**config.mk**
```make
export PLATFORM = sky130hd
export DESIGN_NAME = apb_slave_mem
export DESIGN_NICKNAME = d
export VERILOG_FILES = /design/src/rtl/apb_slave_mem.sv
export SDC_FILE = /design/constraint.sdc
export NUM_CORES = 1
export LEC_CHECK = 0
export BUFFER_PORTS_ARGS = -buffer_cell sky130_fd_sc_hd__buf_2
export CAP_MARGIN = 10
export CORE_MARGIN = 4
export CORE_UTILIZATION = 40
export DETAILED_ROUTE_END_ITERATION = 16
export GPL_ROUTABILITY_DRIVEN = 0
export PLACE_DENSITY = 0.61
export SETUP_SLACK_MARGIN = 0.3
export SYNTH_ARGS = -nofsm -noshare
export SYNTH_HDL_FRONTEND = slang
export SYNTH_SLANG_ARGS = --single-unit
```
**constraint.sdc**
```tcl
create_clock -name pclk_i -period 3.7 [get_ports pclk_i]
set_input_delay 0.555 -clock pclk_i [delete_from_list [all_inputs] [get_ports pclk_i]]
set_output_delay 0.555 -clock pclk_i [all_outputs]
set_load 0.02 [all_outputs]
```
**src/rtl/apb_slave_mem.sv**
```systemverilog
// APB completer backed by a word-addressed register memory, with a fixed
// number of wait states per transfer and pslverr on out-of-range or misaligned addresses.
module apb_slave_mem #(
   parameter int DEPTH       = 16,
   parameter int WAIT_CYCLES = 2
) (
   input  logic        pclk_i,
   input  logic        prst_i,
   input  logic        psel_i,
   input  logic        pen_i,
   input  logic [31:0] paddr_i,
   input  logic        pwrite_i,
   input  logic [31:0] pwdata_i,
   output logic        pready_o,
   output logic [31:0] prdata_o,
   output logic        pslverr_o
);

   // state  | meaning
   // IDLE   | no transfer, outputs zero, waiting for a setup phase
   // ACCESS | setup latched, counting wait states while pen is high
   // DONE   | pready pulse cycle; a new setup here starts back-to-back
   localparam logic [1:0] ST_IDLE   = 2'd0;
   localparam logic [1:0] ST_ACCESS = 2'd1;
   localparam logic [1:0] ST_DONE   = 2'd2;

   localparam int         AW        = (DEPTH > 1) ? $clog2(DEPTH) : 1;
   localparam logic [3:0] WAIT_INIT = 4'(WAIT_CYCLES);

   logic [1:0]    state_q, state_d;
   logic [3:0]    cnt_q, cnt_d;
   logic [31:0]   addr_q, addr_d;
   logic [31:0]   wdata_q, wdata_d;
   logic          write_q, write_d;
   logic          pready_q, pready_d;
   logic          pslverr_q, pslverr_d;
   logic [31:0]   prdata_q, prdata_d;
   logic [31:0]   mem_q [DEPTH];

   logic          setup;
   logic          addr_err;
   logic          mem_we;
   logic [AW-1:0] idx;

   assign setup    = psel_i && !pen_i;
   assign idx      = addr_q[AW+1:2];
   // Anything above the last word or not word-aligned is rejected.
   assign addr_err = (addr_q[31:AW+2] != '0) || (addr_q[1:0] != 2'b00);

   always_comb begin
      state_d   = state_q;
      cnt_d     = cnt_q;
      addr_d    = addr_q;
      wdata_d   = wdata_q;
      write_d   = write_q;
      pready_d  = 1'b0;
      pslverr_d = 1'b0;
      prdata_d  = '0;
      mem_we    = 1'b0;

      case (state_q)
         ST_IDLE: begin
            if (setup) begin
               addr_d  = paddr_i;
               wdata_d = pwdata_i;
               write_d = pwrite_i;
               cnt_d   = WAIT_INIT;
               state_d = ST_ACCESS;
            end
         end

         ST_ACCESS: begin
            if (!psel_i) begin
               state_d = ST_IDLE;
            end else if (pen_i) begin
               if (cnt_q != 4'd0) begin
                  cnt_d = cnt_q - 4'd1;
               end else begin
                  state_d   = ST_DONE;
                  pready_d  = 1'b1;
                  pslverr_d = addr_err;
                  if (write_q) begin
                     mem_we = !addr_err;
                  end else if (!addr_err) begin
                     prdata_d = mem_q[idx];
                  end
               end
            end
         end

         ST_DONE: begin
            if (setup) begin
               addr_d  = paddr_i;
               wdata_d = pwdata_i;
               write_d = pwrite_i;
               cnt_d   = WAIT_INIT;
               state_d = ST_ACCESS;
            end else begin
               state_d = ST_IDLE;
            end
         end

         default: begin
            state_d = ST_IDLE;
         end
      endcase
   end

   always_ff @(posedge pclk_i) begin
      if (prst_i) begin
         state_q   <= ST_IDLE;
         cnt_q     <= 4'd0;
         addr_q    <= '0;
         wdata_q   <= '0;
         write_q   <= 1'b0;
         pready_q  <= 1'b0;
         pslverr_q <= 1'b0;
         prdata_q  <= '0;
         for (int i = 0; i < DEPTH; i++) begin
            mem_q[i] <= '0;
         end
      end else begin
         state_q   <= state_d;
         cnt_q     <= cnt_d;
         addr_q    <= addr_d;
         wdata_q   <= wdata_d;
         write_q   <= write_d;
         pready_q  <= pready_d;
         pslverr_q <= pslverr_d;
         prdata_q  <= prdata_d;
         if (mem_we) begin
            mem_q[idx] <= wdata_q;
         end
      end
   end

   assign pready_o  = pready_q;
   assign prdata_o  = prdata_q;
   assign pslverr_o = pslverr_q;

endmodule

```
# Word-level counts from Yosys, hierarchy flattened
# Memory sizes are Yosys's and may differ from the RTL's. A register that Yosys moved wholly into a read port is not among the register bits.
# Cells that the tools add are included.
[word_totals]
ram_bits = 512
out_inout_bits = 34
input_bits = 69
mem_count = 1
register_bits = 73
elab_cells = 63
[classes]
n_mux = 25
bitwise_logic = 3
reduce_logical = 17
add_sub_neg = 1
n_eq_ne = 9
[memory_table]
columns = ["memory", "words", "width", "rd", "rd_ports_with_merged_regs", "write_ports", "line_no", "rtl"]
rows = [
  ["mem_q", 16, 32, 1, 1, 16, "38", "logic [31:0] mem_q [DEPTH];"],
]
[ops]
columns = ["cell", "count"]
rows = [
  ["two-way mux 32 bit", 1],
  ["OR reduction 32 bit", 1],
  ["nonzero test 26 bit", 1],
  ["two-way mux 4 bit", 5],
  ["two-way mux 1 bit", 13],
  ["two-way mux 2 bit", 4],
  ["inequality test 2 bit (second input constant)", 4],
  ["one-hot mux 4 bit (2 select lines)", 1],
  ["OR reduction 7 bit", 1],
  ["inequality test 3 bit (second input constant)", 2],
  ["one-hot mux 2 bit (3 select lines)", 1],
  ["AND reduction 5 bit", 1],
  ["OR reduction 5 bit", 1],
  ["nonzero test 2 bit", 2],
  ["nonzero test 4 bit", 1],
  ["OR reduction 4 bit", 1],
  ["subtractor 4 x 1 -> 4 bit (second input constant)", 1],
  ["NOT 1 bit", 3],
  ["AND reduction 3 bit", 1],
  ["equality test 2 x 1 -> 1 bit (second input constant)", 1],
  ["equality test 2 bit (second input constant)", 1],
  ["logical NOT 1 bit", 2],
  ["logical NOT 2 bit", 1],
  ["inequality test 2 x 1 -> 1 bit (second input constant)", 1],
  ["other kinds (4)", 4],
]

# Logic depth before layout (Yosys ltp)
# Gate-level depths: netlist of run 1.
[depth]
depth_word = 13
depth_mapped = 9
mapped_depth_nobuf = 6

# Least setup slack after synthesis of run 1
# OpenSTA, ideal clock, no wires.
[synth_timing]
path_kind = "reg-to-reg"
from = "register cnt_q[0]"
to = "memory mem_q[14][0] (enable)"
period_less_slack_ns = 2.982
n_path_buf = 2
required_time_ns = 3.325
path_slack_ns = 0.718
stages_incl_launch_ff = 9
arrival_time_ns = 2.608
setup_time_ns = 0.375
path_cell_list = "dfxtp_1 -> inv_1 -> ha_1 -> or3b_4 -> or4_4 -> buf_12 -> buf_12 -> nor4_4 -> or2_2"
[synth_lines]
columns = ["element", "line_no", "rtl"]
rows = [
  ["from (decl)", "31", "logic [3:0] cnt_q, cnt_d;"],
  ["from (signal assigned)", "124", "cnt_q <= cnt_d;"],
  ["to (decl)", "38", ""],
]

==> impl_metrics.env, run 1 <==
export IMPL_io_pins=103
export IMPL_track_usage=0.194
export IMPL_cp_end_kind="flip-flop"
export IMPL_setup_tns_ns=0
export IMPL_post_drt_wl_per_cell_um=24.5
export IMPL_pwr_share_comb=0.052
export IMPL_ys_seq_area_frac=0.655
export IMPL_worstReg2RegStart="cnt_q[0]"
export IMPL_worstPathMaxFanout=24
export IMPL_relSlewSlack=0.306
export IMPL_post_cts_buffers=0
export IMPL_powerDensity_nw_per_um2=496
export IMPL_path_clk_slew_ns=0.06
export IMPL_fin_ws_ns=0.633
export IMPL_routed_wl_um=68600
export IMPL_r2r_worst_path_cells=8
export IMPL_antenna_found_initial=2
export IMPL_grt_overflow_total=0
export IMPL_die_area_um2=70900
export IMPL_hold_buffers=0
export IMPL_switching_share=0.216
export IMPL_cts_repair_resized=0
export IMPL_holdCritPathClass="primary input to flip-flop"
export IMPL_die_x_um=266
export IMPL_clkLatencyLatePin_ns=0.59
export IMPL_clockRootBuffer="clkbuf_16"
export IMPL_timing_hold_violations_final=0
export IMPL_htreeDepth=3
export IMPL_rows=94
export IMPL_cts_made_buffers=67
export IMPL_ys_ff_latch=617
export IMPL_fin_cells=2794
export IMPL_worstHoldStart="pwdata_i[14]"
export IMPL_arrival_ns=3.34
export IMPL_synth_cells=1803
export IMPL_final_nets=1947
export IMPL_drt_iter0_drc=1459
export IMPL_mappedNetlistArea_um2=26700
export IMPL_switching_power_mw=3.26
export IMPL_num_vias=15000
export IMPL_max_freq_mhz=326
export IMPL_rsz0062_at_grt="no"
export IMPL_pwr_share_seq=0.522
export IMPL_syn_nets=1874
export IMPL_r2r_slack_ns=0.63
export IMPL_grt_pass1_vias=15800
export IMPL_r2r_end="mem_q[1][3]"
export IMPL_dp_hpwl_um=40000
export IMPL_drt_drc_violations_left=0
export IMPL_setup_viol=0
export IMPL_core_um2=66000
export IMPL_place_inst=2671
export IMPL_critPathLaunchType="flip-flop"
export IMPL_grt_max_degree=86
export IMPL_holdPathEnd="wdata_q[14]"
export IMPL_ir_worst_vdd_v=0.000345
export IMPL_whs_path_depth=3
export IMPL_ant_nets=0
export IMPL_cp_required_ns=3.97
export IMPL_areaGrowthSynthToFinish_pct=13.8
export IMPL_p_leak_nw=10.9
export IMPL_firstDrtPassIters=5
export IMPL_drv_slew=0
export IMPL_hold_ws_ns=0.203
export IMPL_ys_types=38
export IMPL_path_class="flip-flop to flip-flop"
export IMPL_worst_pin_slew_ns=1.04
export IMPL_clk_path_buf_depth=3
export IMPL_cts_tree="yes"
export IMPL_status="finished clean"
export IMPL_fin_crit_sh=0.829
export IMPL_period_needed_ns=3.07
export IMPL_start_util=0.405
export IMPL_drive_gt1_frac=0.289
export IMPL_clkSinkCount=617
export IMPL_io_buffers=102
export IMPL_pre_cts_ws_ns=0.636
export IMPL_finClkSkew_ns=0.0147
export IMPL_post_synth_cell_area_avg_um2=14.8
export IMPL_ys_warnings_count=0
export IMPL_timing_max_cap_violations=0
export IMPL_p_int_mw=11.8
export IMPL_dieHeight_um=266
export IMPL_clockPowerShare=0.426
export IMPL_via_per_inst=5.37
export IMPL_grt_pass1_wl_um=102000
per-layer routing:
layer / GRT usage / vias up / part of all wire
li1: - / 6709 / -
met5: 0 / - / 0
met4: 0.0540 / 0 / 0.026
met2: 0.335 / 441 / 0.50
met3: 0.0362 / 121 / 0.056
met1: 0.255 / 7741 / 0.41
power groups by stage:
stage | Combinational (mW) | Sequential, mW | Clock (mW)
global placement | 0.790 | 8.00 | 0
global route | 0.839 | 7.89 | 6.83
detailed placement | 0.799 | 8.01 | 0
finish | 0.787 | 7.86 | 6.42
floorplan | 0.532 | 7.91 | 0
CTS | 0.800 | 7.86 | 6.55
placed cells by master (no fill, tap or decap), drive strengths merged, types with 16 or more instances in the layout:
master | synthesis | layout
nand2 | 136 | 136
and2 | 514 | 514
or2 | 16 | 16
a21oi | 98 | 98
dfxtp | 105 | 105
clkbuf | 123 | 109
nor4 | 23 | 23
buf | 34 | 161
mux4 | 128 | 128
edfxtp | 512 | 512
a22oi | 64 | 64
registers in the layout, indices dropped and copies added (netlist names):
register / count
mem_q: 512
addr_q: 32
prdata_o: 32
wdata_q: 32
cnt_q: 4
state_q: 2
pready_o: 1
pslverr_o: 1
write_q: 1
stage by stage:
step | util | area (µm²) | total power [mW]
final | 0.461 | 30400 | 15.1
after global routing | 0.461 | 30400 | 15.6
after CTS | 0.461 | 30400 | 15.2
after detailed placement | 0.429 | 28300 | 8.81
after global placement | 0.429 | 28300 | 8.79
after floorplan | - | 26700 | 8.44
worst max-delay path, cell delays in order, from the launching register on:
cell and delay, ns:
dfxtp_1 0.31, inv_1 0.11, ha_1 0.15, or3b_4 0.40, or4_4 0.50, buf_4 0.30
nor4_4 0.33, or2_2 0.36, buf_12 0.27
Yosys cell counts:
library cell	count	share of area
a22oi_1	64	0.018
buf_6	1	0.00042
nor4_4	16	0.013
nor3b_1	1	0.00028
nor2_1	5	0.00070
inv_1	4	0.00056
ha_1	2	0.00094
mux4_2	128	0.11
and3b_1	1	0.00033
and2_1	382	0.090
clkbuf_1	102	0.014
nor2b_1	4	0.00094
nor4_1	7	0.0016
and2_2	132	0.037
or2_2	16	0.0037
nand2_1	136	0.019
or3_1	1	0.00023
buf_4	1	0.00028
or4_1	1	0.00028
dfxtp_1	105	0.079
nand4_1	2	0.00047
nand2b_1	2	0.00047
a211oi_1	2	0.00056
or4_4	1	0.00042
edfxtp_1	512	0.58
xor2_1	2	0.00066
a21oi_1	98	0.018
or3b_4	1	0.00042
buf_12	2	0.0015
clkbuf_2	21	0.0039
nand3_1	11	0.0021
or3b_2	3	0.00098
buf_1	25	0.0035
a221oi_1	1	0.00033
buf_2	5	0.00094
nor3_1	4	0.00075
and4b_1	1	0.00037
nand4_2	1	0.00047
cell families after synthesis:
kind of cell / count (synthesis) / share of synthesized area
adder cells (fa/ha/maj): 2 / 0.000937
flip-flops: 617 / 0.655
buffers and inverters: 161 / 0.0255
XOR/XNOR: 2 / 0.000656
AO/OA/AOI/OAI: 165 / 0.0373
multiplexers: 128 / 0.108
AND/OR/NAND/NOR: 728 / 0.173
final cells by class:
cell class,count,area (µm²)
tap,864,1080
sequential,617,17500
fill,5691,35600
antenna,1,2.50
timing repair buffer,161,1130
multi-input combinational,1025,8580
clock inverter,13,95.1
inverter,4,15.0
clock buffer,109,2010
worst max path at each step:
stage / start / end / slack (ns) / cells after the start
2_1_floorplan: cnt_q[0] / mem_q[14][0] / 0.72 / 8
3_3_place_gp: cnt_q[0] / mem_q[4][20] / 0.65 / 8
3_5_place_dp: cnt_q[0] / mem_q[4][22] / 0.64 / 8
4_1_cts: cnt_q[0] / mem_q[5][24] / 0.63 / 8
5_1_grt: cnt_q[0] / mem_q[5][24] / 0.51 / 8
6_report: cnt_q[0] / mem_q[1][3] / 0.63 / 8
(Power assumes the default switching activity.)
==> run 2: changes to the inputs <==
--- a/config.mk
+++ b/config.mk
@@ -11,7 +11,7 @@
 export CORE_UTILIZATION = 40
 export DETAILED_ROUTE_END_ITERATION = 16
 export GPL_ROUTABILITY_DRIVEN = 0
-export PLACE_DENSITY = 0.61
+export PLACE_DENSITY = 0.63
 export SETUP_SLACK_MARGIN = 0.3
 export SYNTH_ARGS = -nofsm -noshare
 export SYNTH_HDL_FRONTEND = slang
==> constraint.sdc (replaced) <==
create_clock -name pclk_i -period 2.6 [get_ports pclk_i]
set_input_delay 0.39 -clock pclk_i [delete_from_list [all_inputs] [get_ports pclk_i]]
set_output_delay 0.39 -clock pclk_i [all_outputs]
set_load 0.02 [all_outputs]
==> run 2 against run 1 <==
The flow now finishes with violations (negative setup slack). Via count up 7.4%. Sequential share of layout area down 4.3 points. Flip-flop and latch count unchanged. Power up 48%. First-iteration DRC count up 14%. Cell count up 4.4%. Sequential power up 42%. Register-to-register slack worse by 0.71 ns. Final area up 8.1%. Critical path type unchanged. Largest power group unchanged.
==> impl_metrics.env, run 2 (same netlist as run 1, synthesis figures left out) <==
export IMPL_status="complete, but fails checks"
export IMPL_violations="negative setup slack"
export IMPL_p_total_mw=22.2
export IMPL_crit_buf_inv=3
export IMPL_die_x_um=266
export IMPL_r2r_end="mem_q[13][19]"
export IMPL_top_register="mem_q"
export IMPL_timing_hold_violations_final=0
export IMPL_cp_required_ns=2.91
export IMPL_track_usage=0.202
export IMPL_setup_viol=223
export IMPL_core_um2=66000
export IMPL_grt_pass1_wl_um=106000
export IMPL_drv_slew=0
export IMPL_design_area_um2=32800
export IMPL_htreeDepth=3
export IMPL_drive_gt1_frac=0.351
export IMPL_fin_ws_ns=-0.0782
export IMPL_dp_hpwl_um=42200
export IMPL_rsz0062_at_grt="yes"
export IMPL_max_freq_mhz=373
export IMPL_timing_max_cap_violations=0
export IMPL_worstReg2RegStart="cnt_q[0]"
export IMPL_ir_worst_vdd_v=0.000444
export IMPL_finClkSkew_ns=0.0288
export IMPL_holdCritPathClass="primary input to flip-flop"
export IMPL_fill_cells=5448
export IMPL_routed_wl_um=75800
export IMPL_post_drt_wl_per_cell_um=26.0
export IMPL_post_dp_cell_area_um2=28900
export IMPL_io_pins=103
export IMPL_start_util=0.405
export IMPL_io_buffers=102
export IMPL_grt_pass1_vias=16400
export IMPL_startpoint="cnt_q[0]"
export IMPL_drt_drc_violations_left=0
export IMPL_path_clk_slew_ns=0.06
export IMPL_drt_iter0_drc=1670
export IMPL_path_class="flip-flop to flip-flop"
export IMPL_r2r_worst_path_cells=8
export IMPL_dieHeight_um=266
export IMPL_path_delay_family="simple AND/OR/NAND/NOR gates"
export IMPL_slowest_delay_ns=0.49
export IMPL_antenna_found_initial=2
export IMPL_setup_tns_ns=-7.39
export IMPL_largest_reg_flops=512
export IMPL_cp_depth=8
export IMPL_p_leak_nw=12.1
export IMPL_r2r_slack_ns=-0.08
export IMPL_relSlewSlack=0.269
export IMPL_crit_top_cell="buf_12"
export IMPL_worst_path_max_delay_cell="or4_4"
export IMPL_powerDensity_nw_per_um2=677
export IMPL_rows=94
export IMPL_critPathLaunchType="flip-flop"
export IMPL_endpoint="mem_q[13][19]"
export IMPL_arrival_ns=2.98
export IMPL_num_vias=16100
export IMPL_clk_path_buf_depth=3
export IMPL_cts_tree="yes"
export IMPL_clkLatencyLatePin_ns=0.61
export IMPL_areaGrowthSynthToFinish_pct=23.0
export IMPL_pre_cts_ws_ns=-0.0421
export IMPL_cts_made_buffers=67
export IMPL_worstPathMaxFanout=14
export IMPL_grt_overflow_total=0
export IMPL_path_cells="inv_2 > ha_4 > or3b_4 > or4_4 > buf_12 > nor4_4 > or2_4 > buf_12"
export IMPL_grt_max_degree=86
export IMPL_via_per_inst=5.53
export IMPL_fin_crit_sh=1.03
export IMPL_clockRootBuffer="clkbuf_16"
export IMPL_die_area_um2=70900
export IMPL_ant_nets=0
export IMPL_clkSinkCount=617
export IMPL_layout_common_cells="edfxtp_1 (512), and2_1 (350), nand2_1 (136)"
export IMPL_layout_commonest_cell="edfxtp_1"
export IMPL_cp_end_kind="flip-flop"
export IMPL_fin_util=0.498
export IMPL_final_nets=2069
export IMPL_period_needed_ns=2.68
export IMPL_worst_pin_slew_ns=1.10
export IMPL_firstDrtPassIters=4
-- run 2: cell types whose count changed in the layout (fill, tap and decap cells not counted), sizes merged --
cell / previous run / this run
buf: 161 / 260
clkbuf: 109 / 119
bufinv: 1 / 6
clkinv: 11 / 14
dlygate4sd3: 0 / 3
bufbuf: 0 / 1
clkinvlp: 0 / 1
diode: 1 / 2
-- run 2: worst register-to-register path, cell delays in order (launching register included) --
cell and delay, ns:
dfxtp_2 0.32, inv_2 0.07, ha_4 0.12, or3b_4 0.36
or4_4 0.50, buf_12 0.19, nor4_4 0.38, or2_4 0.26
buf_12 0.17
-- run 2: cell type report --
| class | instances | area (µm²) | area share |
|---|---|---|---|
| Clock buffer | 100 | 1970 | 0.0601 |
| Antenna cell | 2 | 5.00 | 0.000152 |
| Tap cell | 864 | 1080 | 0.0329 |
| Multi-Input combinational cell | 1025 | 8720 | 0.266 |
| Inverter | 4 | 15.0 | 0.000457 |
| Timing Repair Buffer | 283 | 3300 | 0.101 |
| Clock inverter | 22 | 259 | 0.00789 |
| Sequential cell | 617 | 17500 | 0.532 |
-- run 2: per-stage QoR --
step,cells,hold WS (ns)
3_3_place_gp,2711,0.444
4_1_cts,2871,0.0000283
6_report,2917,0.0310
5_1_grt,2915,0.00590
2_1_floorplan,1803,0.436
3_5_place_dp,2711,0.446
-- run 2: how the worst min path moves through the flow --
stage                 start          end  depth (start not counted)
4_1_cts         pwdata_i[3]   wdata_q[3]                          3
3_5_place_dp      addr_q[8]    addr_q[8]                          2
2_1_floorplan    addr_q[15]   addr_q[15]                          2
5_1_grt        pwdata_i[22]  wdata_q[22]                          3
3_3_place_gp     addr_q[13]   addr_q[13]                          2
6_report       pwdata_i[19]  wdata_q[19]                          3
-- run 2: metal layers --
layer	share of wire	global-route usage
met3	0.072	0.0298
met4	0.029	0.0601
met1	0.40	0.269
met5	0	0
met2	0.50	0.348
-- run 2: power by group --
part	total, mW	internal (mW)	switching, mW
registers	11.2	11.0	0.199
logic	1.37	0.602	0.765
clock network	9.69	5.85	3.84
-- run 2: what timing repair did --
action / in CTS / in global routing
gates cloned: 13 / 24
pin swaps: 4 / 0
endpoints found under the hold margin: 3 / 0
hold buffers: 3 / 0
gates resized for setup: 53 / 72
setup endpoints to repair: 1056 / 1056
setup buffers: 22 / 20
